$ cat config.mk
export PLATFORM = sky130hd
export DESIGN_NAME = puf_eval_sequencer_flat
export DESIGN_NICKNAME = d
export VERILOG_FILES = /design/src/rtl/puf_eval_sequencer_pkg.sv /design/src/rtl/puf_eval_sequencer_if.sv /design/src/rtl/puf_eval_sequencer_bit_vote.sv /design/src/rtl/puf_eval_sequencer.sv /design/src/flat_wrapper.sv
export SDC_FILE = /design/constraint.sdc
export NUM_CORES = 1
export LEC_CHECK = 0
export ABC_CLOCK_PERIOD_IN_PS = 3900
export CORE_MARGIN = 5
export CORE_UTILIZATION = 46
export CTS_BUF_LIST = sky130_fd_sc_hd__clkbuf_8 sky130_fd_sc_hd__clkbuf_16
export CTS_CLUSTER_SIZE = 25
export DETAILED_ROUTE_END_ITERATION = 10
export GPL_ROUTABILITY_DRIVEN = 1
export PLACE_DENSITY = 0.67
export SKIP_CTS_REPAIR_TIMING = 1
export SYNTH_ARGS = -nofsm -noshare
export SYNTH_HDL_FRONTEND = slang
export SYNTH_SLANG_ARGS = --single-unit
$ cat constraint.sdc
create_clock -name clk -period 3.9 [get_ports clk]
set_input_delay 0.78 -clock clk [delete_from_list [all_inputs] [get_ports clk]]
set_output_delay 0.78 -clock clk [all_outputs]
set_load 0.02 [all_outputs]
$ cat src/rtl/puf_eval_sequencer_pkg.sv
// Shared types and default geometry for the PUF evaluation sequencer.
package puf_seq_pkg;

  localparam int ADDR_W_DEF     = 4;
  localparam int DATA_W_DEF     = 8;
  localparam int N_EVAL_DEF     = 5;
  localparam int START_CYC_DEF  = 2;
  localparam int SETTLE_CYC_DEF = 4;

  typedef enum logic [2:0] {
    IDLE,
    ARM,
    SETTLE,
    SAMPLE,
    DONE
  } state_e;

  // Width able to hold a count from 0 to n inclusive.
  function automatic int cnt_w(input int n);
    return $clog2(n + 1);
  endfunction

endpackage

$ cat src/rtl/puf_eval_sequencer_if.sv
// Request/response handshake between the wrapper and the PUF sequencer.
interface puf_eval_sequencer_if
  import puf_seq_pkg::*;
#(
  parameter int ADDR_W = ADDR_W_DEF,
  parameter int DATA_W = DATA_W_DEF
);

  logic              req_valid;
  logic              req_ready;
  logic [ADDR_W-1:0] req_addr;
  logic              rsp_valid;
  logic              rsp_ready;
  logic [DATA_W-1:0] rsp_data;
  logic [DATA_W-1:0] rsp_unstable;

  modport master (
    output req_valid, req_addr, rsp_ready,
    input  req_ready, rsp_valid, rsp_data, rsp_unstable
  );

  modport slave (
    input  req_valid, req_addr, rsp_ready,
    output req_ready, rsp_valid, rsp_data, rsp_unstable
  );

endinterface

$ cat src/rtl/puf_eval_sequencer_bit_vote.sv
// Per-bit ones counters with majority vote and unanimity check.
module puf_bit_vote
  import puf_seq_pkg::*;
#(
  parameter int DATA_W = DATA_W_DEF,
  parameter int N_EVAL = N_EVAL_DEF
) (
  input  logic              clk,
  input  logic              rst_n,
  input  logic              clr,
  input  logic              acc,
  input  logic [DATA_W-1:0] bits_in,
  output logic [DATA_W-1:0] vote_data,
  output logic [DATA_W-1:0] vote_unstable
);

  localparam int CNT_W = cnt_w(N_EVAL);
  localparam logic [CNT_W-1:0] HALF = CNT_W'(N_EVAL / 2);
  localparam logic [CNT_W-1:0] FULL = CNT_W'(N_EVAL);

  logic [CNT_W-1:0] cnt_q [DATA_W];
  logic [CNT_W-1:0] cnt_d [DATA_W];

  // Vote is taken on the next-count value so the final sample is included
  // in the same cycle it is accumulated.
  always_comb begin
    vote_data     = '0;
    vote_unstable = '0;
    for (int i = 0; i < DATA_W; i++) begin
      cnt_d[i] = cnt_q[i];
      if (clr) begin
        cnt_d[i] = '0;
      end else if (acc) begin
        cnt_d[i] = cnt_q[i] + CNT_W'(bits_in[i]);
      end
      vote_data[i]     = (cnt_d[i] > HALF);
      vote_unstable[i] = (cnt_d[i] != '0) && (cnt_d[i] != FULL);
    end
  end

  always_ff @(posedge clk or negedge rst_n) begin
    if (!rst_n) begin
      for (int i = 0; i < DATA_W; i++) cnt_q[i] <= '0;
    end else begin
      cnt_q <= cnt_d;
    end
  end

endmodule

$ cat src/rtl/puf_eval_sequencer.sv
// Drives the PUF START/addr for N_EVAL evaluations of one challenge and
// returns the majority-voted response with a per-bit instability mask.
//
// state  | meaning
// IDLE   | ready for a request
// ARM    | puf_start high, START_CYC cycles
// SETTLE | puf_start low, SETTLE_CYC cycles
// SAMPLE | accumulate puf_out, loop or finish
// DONE   | result held until rsp handshake
module puf_eval_sequencer
  import puf_seq_pkg::*;
#(
  parameter int ADDR_W     = ADDR_W_DEF,
  parameter int DATA_W     = DATA_W_DEF,
  parameter int N_EVAL     = N_EVAL_DEF,
  parameter int START_CYC  = START_CYC_DEF,
  parameter int SETTLE_CYC = SETTLE_CYC_DEF
) (
  input  logic                 clk,
  input  logic                 rst_n,
  puf_eval_sequencer_if.slave  bus,
  output logic                 busy,
  output logic                 puf_start,
  output logic [ADDR_W-1:0]    puf_addr,
  input  logic [DATA_W-1:0]    puf_out
);

  localparam int CNT_W = cnt_w(N_EVAL);
  localparam int TMR_W = cnt_w((START_CYC > SETTLE_CYC) ? START_CYC : SETTLE_CYC);
  localparam logic [TMR_W-1:0] START_LD  = TMR_W'(START_CYC - 1);
  localparam logic [TMR_W-1:0] SETTLE_LD = TMR_W'(SETTLE_CYC - 1);
  localparam logic [CNT_W-1:0] LAST_EVAL = CNT_W'(N_EVAL - 1);

  state_e            state_q, state_d;
  logic [TMR_W-1:0]  tmr_q, tmr_d;
  logic [CNT_W-1:0]  eval_q, eval_d;
  logic              start_q, start_d;
  logic [ADDR_W-1:0] addr_q, addr_d;
  logic              rsp_valid_q, rsp_valid_d;
  logic [DATA_W-1:0] rsp_data_q, rsp_data_d;
  logic [DATA_W-1:0] rsp_unst_q, rsp_unst_d;

  logic              vote_clr, vote_acc;
  logic [DATA_W-1:0] vote_data, vote_unst;

  puf_bit_vote #(
    .DATA_W (DATA_W),
    .N_EVAL (N_EVAL)
  ) u_vote (
    .clk           (clk),
    .rst_n         (rst_n),
    .clr           (vote_clr),
    .acc           (vote_acc),
    .bits_in       (puf_out),
    .vote_data     (vote_data),
    .vote_unstable (vote_unst)
  );

  always_comb begin
    state_d     = state_q;
    tmr_d       = tmr_q;
    eval_d      = eval_q;
    start_d     = start_q;
    addr_d      = addr_q;
    rsp_valid_d = rsp_valid_q;
    rsp_data_d  = rsp_data_q;
    rsp_unst_d  = rsp_unst_q;
    vote_clr    = 1'b0;
    vote_acc    = 1'b0;
    case (state_q)
      IDLE: begin
        if (bus.req_valid) begin
          state_d  = ARM;
          tmr_d    = START_LD;
          eval_d   = '0;
          start_d  = 1'b1;
          addr_d   = bus.req_addr;
          vote_clr = 1'b1;
        end
      end
      ARM: begin
        if (tmr_q == '0) begin
          state_d = SETTLE;
          tmr_d   = SETTLE_LD;
          start_d = 1'b0;
        end else begin
          tmr_d = tmr_q - TMR_W'(1);
        end
      end
      SETTLE: begin
        if (tmr_q == '0) state_d = SAMPLE;
        else             tmr_d   = tmr_q - TMR_W'(1);
      end
      SAMPLE: begin
        vote_acc = 1'b1;
        eval_d   = eval_q + CNT_W'(1);
        if (eval_q == LAST_EVAL) begin
          state_d     = DONE;
          rsp_valid_d = 1'b1;
          rsp_data_d  = vote_data;
          rsp_unst_d  = vote_unst;
        end else begin
          state_d = ARM;
          tmr_d   = START_LD;
          start_d = 1'b1;
        end
      end
      DONE: begin
        if (bus.rsp_ready) begin
          state_d     = IDLE;
          rsp_valid_d = 1'b0;
        end
      end
      default: state_d = IDLE;
    endcase
  end

  always_ff @(posedge clk or negedge rst_n) begin
    if (!rst_n) begin
      state_q     <= IDLE;
      tmr_q       <= '0;
      eval_q      <= '0;
      start_q     <= 1'b0;
      addr_q      <= '0;
      rsp_valid_q <= 1'b0;
      rsp_data_q  <= '0;
      rsp_unst_q  <= '0;
    end else begin
      state_q     <= state_d;
      tmr_q       <= tmr_d;
      eval_q      <= eval_d;
      start_q     <= start_d;
      addr_q      <= addr_d;
      rsp_valid_q <= rsp_valid_d;
      rsp_data_q  <= rsp_data_d;
      rsp_unst_q  <= rsp_unst_d;
    end
  end

  assign bus.req_ready    = (state_q == IDLE);
  assign bus.rsp_valid    = rsp_valid_q;
  assign bus.rsp_data     = rsp_data_q;
  assign bus.rsp_unstable = rsp_unst_q;
  assign busy             = (state_q != IDLE);
  assign puf_start        = start_q;
  assign puf_addr         = addr_q;

endmodule

$ cat src/flat_wrapper.sv
// flat-port wrapper written by rule: the top's interface ports become plain ports
module puf_eval_sequencer_flat import puf_seq_pkg::*;
#(
  parameter int ADDR_W     = ADDR_W_DEF,
  parameter int DATA_W     = DATA_W_DEF,
  parameter int N_EVAL     = N_EVAL_DEF,
  parameter int START_CYC  = START_CYC_DEF,
  parameter int SETTLE_CYC = SETTLE_CYC_DEF
)
  (clk, rst_n, busy, puf_start, puf_addr, puf_out, bus_req_valid, bus_req_addr, bus_rsp_ready, bus_req_ready, bus_rsp_valid, bus_rsp_data, bus_rsp_unstable);
  puf_eval_sequencer_if #(.ADDR_W(ADDR_W), .DATA_W(DATA_W)) bus_i ();
  input  logic clk;
  input  logic rst_n;
  output logic busy;
  output logic puf_start;
  output logic [ADDR_W-1:0] puf_addr;
  input  logic [DATA_W-1:0] puf_out;
  input wire logic [$bits(bus_i.req_valid)-1:0] bus_req_valid;
  input wire logic [$bits(bus_i.req_addr)-1:0] bus_req_addr;
  input wire logic [$bits(bus_i.rsp_ready)-1:0] bus_rsp_ready;
  output wire logic [$bits(bus_i.req_ready)-1:0] bus_req_ready;
  output wire logic [$bits(bus_i.rsp_valid)-1:0] bus_rsp_valid;
  output wire logic [$bits(bus_i.rsp_data)-1:0] bus_rsp_data;
  output wire logic [$bits(bus_i.rsp_unstable)-1:0] bus_rsp_unstable;
  assign bus_i.req_valid = bus_req_valid;
  assign bus_i.req_addr = bus_req_addr;
  assign bus_i.rsp_ready = bus_rsp_ready;
  assign bus_req_ready = bus_i.req_ready;
  assign bus_rsp_valid = bus_i.rsp_valid;
  assign bus_rsp_data = bus_i.rsp_data;
  assign bus_rsp_unstable = bus_i.rsp_unstable;
  puf_eval_sequencer #(.ADDR_W(ADDR_W), .DATA_W(DATA_W), .N_EVAL(N_EVAL), .START_CYC(START_CYC), .SETTLE_CYC(SETTLE_CYC)) u_core (.clk(clk), .rst_n(rst_n), .bus(bus_i), .busy(busy), .puf_start(puf_start), .puf_addr(puf_addr), .puf_out(puf_out));
endmodule
Word-level counts from Yosys, hierarchy flattened

Index checks and enable logic that the tools add are counted.

$add $sub $neg: 10
Order comparisons: 8
Equality and inequality tests: 20
Mux-type cells: 38
Reduce and logical (&&, ||, !) cells: 30

Operators with widths:

| cell                  | count |
|---|---|
| $mux W3               | 25 |
| $reduce_bool A3 Y1    | 10 |
| $add A3 B1 Y3         | 8 |
| $gt A3 B2 Y1 const B  | 8 |
| $ne A3 B3 Y1 const B  | 8 |
| $pmux W3 S5           | 1 |
| $pmux W3 S4           | 1 |
| $reduce_and A4 Y1     | 3 |
| $logic_and A1 B1 Y1   | 8 |
| $mux W1               | 8 |
| $ne A2 B2 Y1 const B  | 4 |
| $eq A3 B2 Y1 const B  | 2 |
| $eq A3 B3 Y1 const B  | 2 |
| $logic_not A3 Y1      | 2 |
| $ne A2 B1 Y1 const B  | 3 |
| $pmux W3 S2           | 1 |
| $reduce_and A2 Y1     | 3 |
| $reduce_bool A2 Y1    | 2 |
| $reduce_bool A4 Y1    | 1 |
| $add A3 B1 Y3 const B | 1 |
| $eq A3 B1 Y1 const B  | 1 |
| $pmux W1 S3           | 1 |
| $reduce_and A3 Y1     | 1 |
| $sub A3 B1 Y3 const B | 1 |
| $pmux W1 S2           | 1 |

Bits in registers: 55
Input bits: 16
Output and inout bits: 24

Depth between registers and ports, before layout

Gate-level depths: netlist of the first run.

Depth after elaboration: 6
Depth in mapped cells: 8
Depth with buffers taken out: 7

By module

A second synthesis of the first run with hierarchy kept.

Cell total of the unflattened synthesis: 264
Area, all modules: 3021.6 µm²

By module, submodules not included:

| module             | times used | cells each | area an instance (µm²) |
|---|---|---|---|
| puf_bit_vote       | 1          | 144        | 1531.5 |
| puf_eval_sequencer | 1          | 120        | 1490.2 |

Worst setup path before layout of the first run

OpenSTA, ideal clock, no wires.

Kind: register to output
Start point: reg u_core.state_q[0]
End point: out busy
Data arrival time: 1.543 ns
Required time: 3.120 ns
Path slack: 1.577 ns
Stages on the path, launching flop included: 5
Buffers on the path: 2
Path through: dfrtp_1 -> buf_2 -> buf_1 -> nor3_1 -> inv_1

Longest elaborated chain between the ends: 1

RTL lines:

| element                  | RTL line                  | source |
|---|---|---|
| start: declaration       | puf_eval_sequencer.sv:34  | `state_e state_q, state_d;` |
| start signal: assignment | puf_eval_sequencer.sv:129 | `state_q <= state_d;` |
| $reduce_bool A3 Y1       | puf_eval_sequencer.sv:144 | `assign busy = (state_q != IDLE);` |
| end: declaration         | flat_wrapper.sv:14        | `output logic busy;` |

Every way passes these cells.

==> results of run 1 <==
[power groups by stage]
| stage | clock network, mW | registers, mW | logic (mW) |
|---|---|---|---|
| global route | 0.372 | 0.927 | 1.35 |
| global placement | 0 | 0.898 | 1.18 |
| finish | 0.340 | 0.896 | 1.21 |
| detailed placement | 0 | 0.907 | 1.21 |
| floorplan | 0 | 0.941 | 0.840 |
| CTS | 0.350 | 0.896 | 1.22 |
[how the worst min path moves through the flow]
| stage | from | endpoint | depth (start not counted) |
|---|---|---|---|
| 6_report | u_core.bus.rsp_data[4] | u_core.bus.rsp_data[4] | 2 |
| 3_5_place_dp | u_core.bus.rsp_data[4] | u_core.bus.rsp_data[4] | 2 |
| 3_3_place_gp | u_core.bus.rsp_data[4] | u_core.bus.rsp_data[4] | 2 |
| 2_1_floorplan | u_core.tmr_q[2] | u_core.tmr_q[2] | 2 |
| 4_1_cts | u_core.bus.rsp_data[4] | u_core.bus.rsp_data[4] | 2 |
| 5_1_grt | u_core.bus.rsp_data[4] | u_core.bus.rsp_data[4] | 2 |
[placed cells by master, fill, tap and decap left out]
| cell type | count |
|---|---|
| dfrtp_1 | 55 |
| a21oi_1 | 52 |
| clkdlybuf4s50_1 | 38 |
| nor2_1 | 37 |
| ha_1 | 20 |
| o22ai_1 | 18 |
| nand2_1 | 18 |
| inv_1 | 10 |
| o21ai_1 | 9 |
| a311oi_2 | 7 |
| xnor2_1 | 7 |
| clkbuf_8 | 7 |
| nor3_1 | 6 |
| o21ai_0 | 5 |
| buf_4 | 5 |
| mux2_2 | 4 |
| nand3_1 | 4 |
| a21oi_2 | 2 |
| a311oi_1 | 2 |
| nor2b_1 | 2 |
| and3_1 | 2 |
| o211ai_1 | 2 |
| or3b_1 | 1 |
| nor2b_2 | 1 |
| nand3b_2 | 1 |
| a31oi_1 | 1 |
| nand2b_1 | 1 |
| and4_1 | 1 |
| o41ai_1 | 1 |
| o32ai_1 | 1 |
| a221oi_1 | 1 |
| mux2i_1 | 1 |
| o31ai_1 | 1 |
| o21a_1 | 1 |
| a211oi_1 | 1 |
| buf_2 | 1 |
[tightest hold or removal path, cell delays in order, from the launching register on]
cell     delay (ns)
dfrtp_1        0.36
nand2_1        0.05
nand2_1        0.05
[state kept, by name, summed over array words and instances, names as in the netlist]
register                 cells
u_core.bus.rsp_valid         1
u_core.u_vote.cnt_q         24
u_core.tmr_q                 3
u_core.bus.rsp_unstable      8
u_core.puf_start             1
u_core.puf_addr              4
u_core.eval_q                3
u_core.state_q               3
u_core.bus.rsp_data          8
[stage by stage]
step           utilization (%)  cell area [sq um]  hold slack (ns)
6_report                 56.29               3372           0.4805
5_1_grt                  56.29               3372           0.5020
4_1_cts                  56.29               3372           0.4854
3_5_place_dp             54.62               3272           0.4644
3_3_place_gp             54.62               3272           0.4580
2_1_floorplan                -               2858           0.4675
[per-layer routing]
layer | global-route usage (%) | vias up | share of wire (%)
li1 | - | 1117 | -
met1 | 22.00 | 1112 | 46
met2 | 29.28 | 50 | 48
met3 | 3.166 | 7 | 4.6
met4 | 5.495 | 0 | 1.1
met5 | 0 | - | 0
[kinds of logic (layout without fill, tap and decap cells)]
logic type                 after synthesis  in the layout  share of synthesized area (%)
and+or+nand+nor                         74             74                          11.30
AOI/OAI and AO/OA                      104            104                          22.86
DFF                                     55             55                          48.16
xor gates and xnor gates                 7              7                          2.145
muxes                                    5              5                          1.926
buffers and inverters                   28             61                          4.860
adders and majority gates               20             20                          8.757
[layout make-up]
type | instances | area [sq um]
clock buffers | 7 | 96.34
clock inverters | 1 | 3.754
fillers | 539 | 2619
inverters | 9 | 33.78
multi-input cells | 210 | 1345
flip-flops and latches | 55 | 1376
well taps | 75 | 93.84
repair buffers | 44 | 422.9
==> flow_metrics.env, run 1 <==
export IMPL_synth_ff_type="dfrtp_1"
export IMPL_yosys_warnings=0
export IMPL_drt_initial_drc_count=95
export IMPL_worstReg2RegEnd="u_core.bus.rsp_unstable[5]"
export IMPL_synth_edf_count=0
export IMPL_io_buffers=39
export IMPL_syn_area_sq_um=2858
export IMPL_p_total_mw=2.443
export IMPL_critPathLaunchType="input pin"
export IMPL_end_kind="register"
export IMPL_drt_first_pass_iters=4
export IMPL_status="complete, no violations"
export IMPL_initial_core_util_pct=47.70
export IMPL_clockBufferDepth=2
export IMPL_arrival_ns=2.86
export IMPL_rsz0062_at_grt="false"
export IMPL_synth_top_cells_by_count="55 x dfrtp_1, 52 x a21oi_1, 37 x nor2_1, 20 x ha_1"
export IMPL_cp_endpoint="u_core.bus.rsp_unstable[4]"
export IMPL_syn_area_per_cell_sq_um=9.753
export IMPL_grt_pass1_vias=2325
export IMPL_clock_skew_ns=0.01027
export IMPL_netlist_area_leader_share_pct=48.16
export IMPL_final_instance_count_excl_fill=401
export IMPL_crit_chain="clkdlybuf4s50_1, or3b_1, a21oi_2, a311oi_1, and3_1, o31ai_1"
export IMPL_wl_per_cell_um=15.50
export IMPL_path_depth=6
export IMPL_cpPeakStageDelay_ns=0.83
export IMPL_combinationalPowerShare_pct=49.4
export IMPL_synthTopCellsByArea="dfrtp_1 48%, a21oi_1 9.1%, ha_1 8.8%"
export IMPL_finalSetupTns_ns=0
export IMPL_cts_tree="built"
export IMPL_cts_sinks=55
export IMPL_clockPowerShare_pct=13.9
export IMPL_p_int_mw=1.427
export IMPL_die_h_um=88.82
export IMPL_synth_nets=329
export IMPL_drc=0
export IMPL_setup_viol=0
export IMPL_syn_inst=293
export IMPL_relSlewSlack_pct=34.91
export IMPL_yosysSeqAreaShare_pct=48.16
export IMPL_hpwl_um=4175
export IMPL_ant_nets=0
export IMPL_final_period_utilization_pct=68.84
export IMPL_pin_count=40
export IMPL_crit_type="in2reg"
export IMPL_dpl_worst_slack_ns=0.8623
export IMPL_critical_path_buf_inv_count=1
export IMPL_via_per_inst=5.701
export IMPL_cp_max_fo=27
export IMPL_cpMaxStageDelayCell="or3b_1"
export IMPL_cellLeakagePower_nw=1.510
export IMPL_powerDensity_nw_per_um2=724.4
export IMPL_place_inst=393
export IMPL_netSwitchingFraction_pct=41.57
export IMPL_reg2reg_slack_ns=1.46
export IMPL_syn_to_final_growth_pct=17.99
export IMPL_synthMostInstantiatedCell="dfrtp_1"
export IMPL_hold_violations=0
export IMPL_clock_root_buffer="clkbuf_8"
export IMPL_grt_antenna_before_repair=0
export IMPL_max_cap_violations=0
export IMPL_tightest_slew_ns=0.9763
export IMPL_drive_gt1_share_pct=8.589
export IMPL_yosysTopAreaCell="dfrtp_1"
export IMPL_layout_min_cycle_time_ns=2.685
export IMPL_cpLargestDelayFamily="simple AND/OR/NAND/NOR gates"
export IMPL_ys_types=36
export IMPL_core_area_sq_um=5991
export IMPL_wirelength_um=6216
export IMPL_nets=361
export IMPL_pwr_share_seq_pct=36.7
export IMPL_cp_required_ns=4.07
export IMPL_grt_pass1_wl_um=10660
export IMPL_async_flop_share_pct=100.0
export IMPL_rows=28
export IMPL_reg2reg_depth=6
export IMPL_max_clock_freq_mhz=372.4
export IMPL_cts_buffers_inserted=5
export IMPL_die_w_um=88.82
export IMPL_clk_latency_ns=0.31
export IMPL_num_antenna_cells=0
export IMPL_ys_ff_latch=55
export IMPL_drv_slew=0
export IMPL_htreeDepth=2
export IMPL_power_switching_mw=1.015
export IMPL_grt_usage_pct=17.17
export IMPL_r2r_start="u_core.state_q[1]"
export IMPL_via_count=2286
export IMPL_gp_congestion=0.7595
export IMPL_crit_start="bus_req_valid"
export IMPL_die_area_sq_um=7889
export IMPL_grt_max_degree=37
export IMPL_ir_drop_mv=0.3430
export IMPL_hold_class="reg2reg"
export IMPL_fin_ws_ns=1.215
export IMPL_grt_ovfl_total=0
export IMPL_clkTransAtPathRegs_ns=0.09
(Power assumes the default switching activity.)
==> inputs of run 2 (changes only) <==
--- a/config.mk
+++ b/config.mk
@@ -5,14 +5,14 @@
 export SDC_FILE = /design/constraint.sdc
 export NUM_CORES = 1
 export LEC_CHECK = 0
-export ABC_CLOCK_PERIOD_IN_PS = 3900
+export ABC_CLOCK_PERIOD_IN_PS = 2200
 export CORE_MARGIN = 5
 export CORE_UTILIZATION = 46
 export CTS_BUF_LIST = sky130_fd_sc_hd__clkbuf_8 sky130_fd_sc_hd__clkbuf_16
 export CTS_CLUSTER_SIZE = 25
 export DETAILED_ROUTE_END_ITERATION = 10
 export GPL_ROUTABILITY_DRIVEN = 1
-export PLACE_DENSITY = 0.67
+export PLACE_DENSITY = 0.7
 export SKIP_CTS_REPAIR_TIMING = 1
 export SYNTH_ARGS = -nofsm -noshare
 export SYNTH_HDL_FRONTEND = slang
==> constraint.sdc (replaced) <==
create_clock -name clk -period 2.2 [get_ports clk]
set_input_delay 0.44 -clock clk [delete_from_list [all_inputs] [get_ports clk]]
set_output_delay 0.44 -clock clk [all_outputs]
set_load 0.02 [all_outputs]
==> run 2 against run 1 <==
- non-clock buffer count up 13
- clock-buffer cell count down 2
- worst hold slack worse by 0.40 ns
- power up 84%
- cell area up 4.0%
- setup slack worse by 1.1 ns
- sequential power up 74%
- register-to-register slack worse by 1.2 ns
- wire length down 0.21%
- critical path depth down 3
- clock power up 100%
- flip-flop and latch count unchanged
- largest power group unchanged
- highest routed layer unchanged
==> flow_metrics.env, run 2 (same netlist as run 1, synthesis figures left out) <==
export IMPL_hold_violations=0
export IMPL_hpwl_um=4489
export IMPL_cp_max_fo=6
export IMPL_final_instance_count_excl_fill=414
export IMPL_reg2reg_slack_ns=0.30
export IMPL_io_buffers=39
export IMPL_clkTransAtPathRegs_ns=0.10
export IMPL_ant_nets=0
export IMPL_setup_viol=0
export IMPL_drive_gt1_share_pct=12.68
export IMPL_grt_pass1_wl_um=10510
export IMPL_grt_ovfl_total=0
export IMPL_final_period_utilization_pct=94.77
export IMPL_grt_usage_pct=16.90
export IMPL_pin_count=40
export IMPL_max_cap_violations=0
export IMPL_crit_type="reg2out"
export IMPL_cts_sinks=55
export IMPL_drc=0
export IMPL_layout_min_cycle_time_ns=2.085
export IMPL_gp_congestion=0.8506
export IMPL_grt_pass1_vias=2257
export IMPL_multi_input_area_sq_um=1350
export IMPL_hold_class="in2async"
export IMPL_rows=28
export IMPL_final_seq_area_sq_um=1376
export IMPL_finalSetupTns_ns=0
export IMPL_via_count=2300
export IMPL_wl_per_cell_um=14.98
export IMPL_drt_initial_drc_count=118
export IMPL_dpl_cell_area_sq_um=3382
export IMPL_max_clock_freq_mhz=479.6
export IMPL_ir_drop_mv=0.5699
export IMPL_fin_ws_ns=0.1150
export IMPL_num_antenna_cells=0
export IMPL_die_h_um=88.82
export IMPL_cts_buffers_inserted=5
export IMPL_clockBufferDepth=2
export IMPL_cellLeakagePower_nw=1.595
export IMPL_nets=374
export IMPL_arrival_ns=1.64
export IMPL_whs_ns=0.07797
export IMPL_final_cell_mix="55 x dfrtp_1, 52 x a21oi_1, 37 x nor2_1, 37 x clkdlybuf4s50_1, 20 x ha_1"
export IMPL_die_w_um=88.82
export IMPL_cpMaxStageDelayCell="clkdlybuf4s50_1"
export IMPL_largest_reg_flops=24
export IMPL_final_common_cell="dfrtp_1"
export IMPL_core_area_sq_um=5991
export IMPL_htreeDepth=2
export IMPL_critical_path_buf_inv_count=2
export IMPL_via_per_inst=5.556
export IMPL_nFillCells=522
export IMPL_largest_register="u_core.u_vote.cnt_q"
export IMPL_grt_max_degree=36
export IMPL_drv_slew=0
export IMPL_relSlewSlack_pct=67.15
export IMPL_clock_skew_ns=0.008045
export IMPL_wirelength_um=6203
export IMPL_place_inst=406
export IMPL_final_area_sq_um=3506
export IMPL_die_area_sq_um=7889
export IMPL_clock_root_buffer="clkbuf_8"
export IMPL_cp_required_ns=1.76
export IMPL_critPathLaunchType="register"
export IMPL_grt_antenna_before_repair=0
export IMPL_drt_first_pass_iters=4
export IMPL_status="complete, no violations"
export IMPL_cpPeakStageDelay_ns=0.54
export IMPL_dpl_worst_slack_ns=-0.09845
export IMPL_tightest_slew_ns=0.4927
export IMPL_crit_chain="nor3_2, inv_1, clkdlybuf4s50_1"
export IMPL_end_kind="output pin"
export IMPL_cts_tree="built"
export IMPL_rsz0062_at_grt="false"
export IMPL_syn_to_final_growth_pct=22.68
export IMPL_initial_core_util_pct=47.70
export IMPL_powerDensity_nw_per_um2=1284
export IMPL_cpLargestDelayFamily="buffers and inverters"
export IMPL_clk_latency_ns=0.31
[run 2: worst paths after layout]
check / startpoint / end / cells past startpoint
worst max register to register: u_core.state_q[2] / u_core.bus.rsp_unstable[4] / 7
min in group clk: u_core.bus.rsp_data[4] / u_core.bus.rsp_data[4] / 2
worst min register to register: u_core.bus.rsp_data[4] / u_core.bus.rsp_data[4] / 2
max in group asynchronous: rst_n / u_core.eval_q[0] / 2
worst max-delay path: u_core.state_q[1] / busy / 3
worst min-delay path: rst_n / u_core.tmr_q[2] / 1
[run 2: area by class of cell]
cell class                 instances  area share (%)
tap                               75           2.677
timing repair buffer              57           15.27
multi-input combinational        210           38.51
clock inverter                     3           1.356
clock buffer                       5           1.963
inverter                           9          0.9636
sequential                        55           39.26
[run 2: per-layer routing]
| metal | routed length [um] | up-vias | GRT usage [%] |
|---|---|---|---|
| met3 | 253 | 7 | 4.004 |
| met5 | 0 | - | 0 |
| met2 | 2899 | 37 | 26.45 |
| li1 | - | 1148 | - |
| met1 | 2998 | 1108 | 23.69 |
| met4 | 51 | 0 | 4.258 |
[run 2: report_power, final]
group	switching [mW]	internal [mW]	leakage, nW
sequential	0.232	1.33	0.681
clock	0.346	0.346	0.0587
combinational	1.25	0.995	0.856
total	1.83	2.67	1.60
[run 2: through the flow]
stage	power, mW	utilization (%)
6_report	4.503	58.52
4_1_cts	4.531	58.40
3_3_place_gp	3.761	56.45
5_1_grt	4.885	58.52
3_5_place_dp	3.834	56.45
2_1_floorplan	3.158	-
==> inputs of run 3 (changes only) <==
--- a/config.mk
+++ b/config.mk
@@ -5,6 +5,7 @@
 export SDC_FILE = /design/constraint.sdc
 export NUM_CORES = 1
 export LEC_CHECK = 0
+export ABC_AREA = 1
 export ABC_CLOCK_PERIOD_IN_PS = 2200
 export CORE_MARGIN = 5
 export CORE_UTILIZATION = 46
@@ -12,7 +13,7 @@
 export CTS_CLUSTER_SIZE = 25
 export DETAILED_ROUTE_END_ITERATION = 10
 export GPL_ROUTABILITY_DRIVEN = 1
-export PLACE_DENSITY = 0.7
+export PLACE_DENSITY = 0.69
 export SKIP_CTS_REPAIR_TIMING = 1
 export SYNTH_ARGS = -nofsm -noshare
 export SYNTH_HDL_FRONTEND = slang
==> run 3 against run 2 <==
- combinational power rose by 33%
- worst hold slack lost 0.074 ns
- clock-buffer cell count did not move
- clock skew fell by 0.00060 ns
- first-iteration DRC count grew 23%
- sequential power increased by 7%
- power rose by 16%
- sequential share of layout area decreased by 1.8 points
- cell count rose by 32%
- clock power decreased by 21%
- global-route usage is 0.064 points lower
- critical path depth did not move
==> flow_metrics.env, run 3 <==
export IMPL_netSwitchingFraction_pct=45.74
export IMPL_crit_chain="nor2_2, nand2_1, clkdlybuf4s50_1"
export IMPL_grt_antenna_before_repair=0
export IMPL_die_h_um=92.03
export IMPL_setup_viol=0
export IMPL_drc=0
export IMPL_yosys_warnings=0
export IMPL_synth_xor_area_share_pct=0.5659
export IMPL_drt_first_pass_iters=4
export IMPL_synth_ff_type="dfrtp_1"
export IMPL_grt_ovfl_total=0
export IMPL_largest_reg_flops=24
export IMPL_cpMaxStageDelayCell="clkdlybuf4s50_1"
export IMPL_end_kind="output pin"
export IMPL_max_cap_violations=0
export IMPL_max_clock_freq_mhz=486.7
export IMPL_status="complete, no violations"
export IMPL_drv_slew=0
export IMPL_power_switching_mw=2.387
export IMPL_drive_gt1_share_pct=4.468
export IMPL_synth_adder_area_share_pct=8.084
export IMPL_clock_root_buffer="clkbuf_8"
export IMPL_relSlewSlack_pct=68.05
export IMPL_place_inst=539
export IMPL_wirelength_um=6696
export IMPL_critPathLaunchType="register"
export IMPL_initial_core_util_pct=47.93
export IMPL_clkTransAtPathRegs_ns=0.10
export IMPL_wl_per_cell_um=12.24
export IMPL_clk_latency_ns=0.31
export IMPL_clockPowerShare_pct=10.5
export IMPL_p_int_mw=2.832
export IMPL_synth_top_cells_by_count="194 x nand2_1, 70 x inv_1, 55 x dfrtp_1, 31 x nand3_1, 20 x ha_1"
export IMPL_ys_ff_latch=55
export IMPL_final_instance_count_excl_fill=547
export IMPL_powerDensity_nw_per_um2=1420
export IMPL_drt_initial_drc_count=145
export IMPL_clock_skew_ns=0.007445
export IMPL_fin_ws_ns=0.1452
export IMPL_p_total_mw=5.218
export IMPL_grt_pass1_wl_um=11600
export IMPL_rows=29
export IMPL_synthTopCellsByArea="dfrtp_1 44%, nand2_1 24%, inv_1 8.5%"
export IMPL_yosysSeqAreaShare_pct=44.46
export IMPL_largest_register="u_core.u_vote.cnt_q"
export IMPL_cts_tree="built"
export IMPL_netlist_area_leader_share_pct=44.46
export IMPL_ys_types=25
export IMPL_layout_min_cycle_time_ns=2.055
export IMPL_syn_to_final_growth_pct=18.76
export IMPL_hpwl_um=4628
export IMPL_pin_count=40
export IMPL_dpl_worst_slack_ns=0.2163
export IMPL_syn_area_per_cell_sq_um=7.232
export IMPL_hold_class="in2async"
export IMPL_syn_inst=428
export IMPL_arrival_ns=1.61
export IMPL_synth_nets=464
export IMPL_yosysTopAreaCell="dfrtp_1"
export IMPL_die_area_sq_um=8470
export IMPL_rsz0062_at_grt="false"
export IMPL_grt_pass1_vias=2631
export IMPL_cpPeakStageDelay_ns=0.56
export IMPL_crit_type="reg2out"
export IMPL_combinationalPowerShare_pct=57.4
export IMPL_synth_mux_area_fraction_pct=0
export IMPL_final_cell_mix="194 x nand2_1, 72 x inv_1, 55 x dfrtp_1"
export IMPL_ir_drop_mv=0.5574
export IMPL_synth_edf_count=0
export IMPL_clockBufferDepth=2
export IMPL_io_buffers=39
export IMPL_tightest_slew_ns=0.4782
export IMPL_via_per_inst=4.863
export IMPL_pwr_share_seq_pct=32.1
export IMPL_htreeDepth=2
export IMPL_gp_congestion=0.8191
export IMPL_fin_util_pct=56.92
export IMPL_synth_compound_area_share_pct=3.840
export IMPL_die_w_um=92.03
export IMPL_synthMostInstantiatedCell="nand2_1"
export IMPL_async_flop_share_pct=100.0
export IMPL_grt_max_degree=37
export IMPL_final_common_cell="nand2_1"
export IMPL_hold_violations=0
export IMPL_nets=505
export IMPL_cts_buffers_inserted=5
export IMPL_grt_usage_pct=16.84
export IMPL_syn_area_sq_um=3095
export IMPL_cpLargestDelayFamily="buffers and inverters"
export IMPL_whs_ns=0.004222
export IMPL_critical_path_buf_inv_count=1
export IMPL_cellLeakagePower_nw=2.128
export IMPL_via_count=2660
export IMPL_cp_required_ns=1.76
export IMPL_cp_max_fo=4
export IMPL_synthSimpleGateAreaFrac_pct=32.22
export IMPL_final_period_utilization_pct=93.40
export IMPL_core_area_sq_um=6459
export IMPL_num_antenna_cells=0
export IMPL_ant_nets=0
export IMPL_synth_top_family_by_area="simple AND/OR/NAND/NOR gates"
export IMPL_cts_sinks=55
## run 3: path summary, 6_finish.rpt
check,cells after the start,startpoint,slack (ns),to
worst max-delay path,3,u_core.state_q[2],0.15,busy
worst min-delay path,1,rst_n,0.004,u_core.u_vote.cnt_q[0]
worst max register to register,9,u_core.eval_q[0],0.39,u_core.tmr_q[2]
worst min register to register,2,u_core.bus.rsp_data[3],0.48,u_core.bus.rsp_data[3]
max in group asynchronous,2,rst_n,1.70,u_core.u_vote.cnt_q[11]
min in group clk,2,u_core.bus.rsp_data[3],0.48,u_core.bus.rsp_data[3]
## run 3: cell type report
| type | instances | area, sq um |
|---|---|---|
| tap | 77 | 96.34 |
| fill | 627 | 2783 |
| inverter | 72 | 270.3 |
| sequential | 55 | 1376 |
| clock inverter | 3 | 12.51 |
| clock buffer | 5 | 68.82 |
| timing repair buffer | 46 | 465.4 |
| multi-input combinational | 289 | 1386 |
## run 3: power groups by stage
stage,clock (mW),sequential [mW],combinational [mW]
after floorplan,0,1.88,1.91
final,0.548,1.67,3.00
after CTS,0.565,1.67,3.02
after global placement,0,1.69,2.92
after global routing,0.612,1.73,3.45
after detailed placement,0,1.69,3.00
## run 3: layer usage
layer	vias to the layer above	GRT usage (%)	share of wire, %
met5	-	0	0
met4	0	4.950	0.88
met3	4	3.437	4.2
met2	51	30.17	49
met1	1221	20.41	45
li1	1384	-	-
## run 3: logic make-up after synthesis
logic type | Yosys count
and+or+nand+nor | 245
buffers and inverters | 84
DFF | 55
AOI/OAI and AO/OA | 22
adders and majority gates | 20
xor gates and xnor gates | 2
## run 3: per-stage QoR
| stage | area (sq um) | TNS (ns) |
|---|---|---|
| after detailed placement | 3590 | 0 |
| after CTS | 3671 | -0.05087 |
| final | 3676 | 0 |
| after floorplan | 3095 | 0 |
| after global placement | 3590 | 0 |
| after global routing | 3676 | 0 |
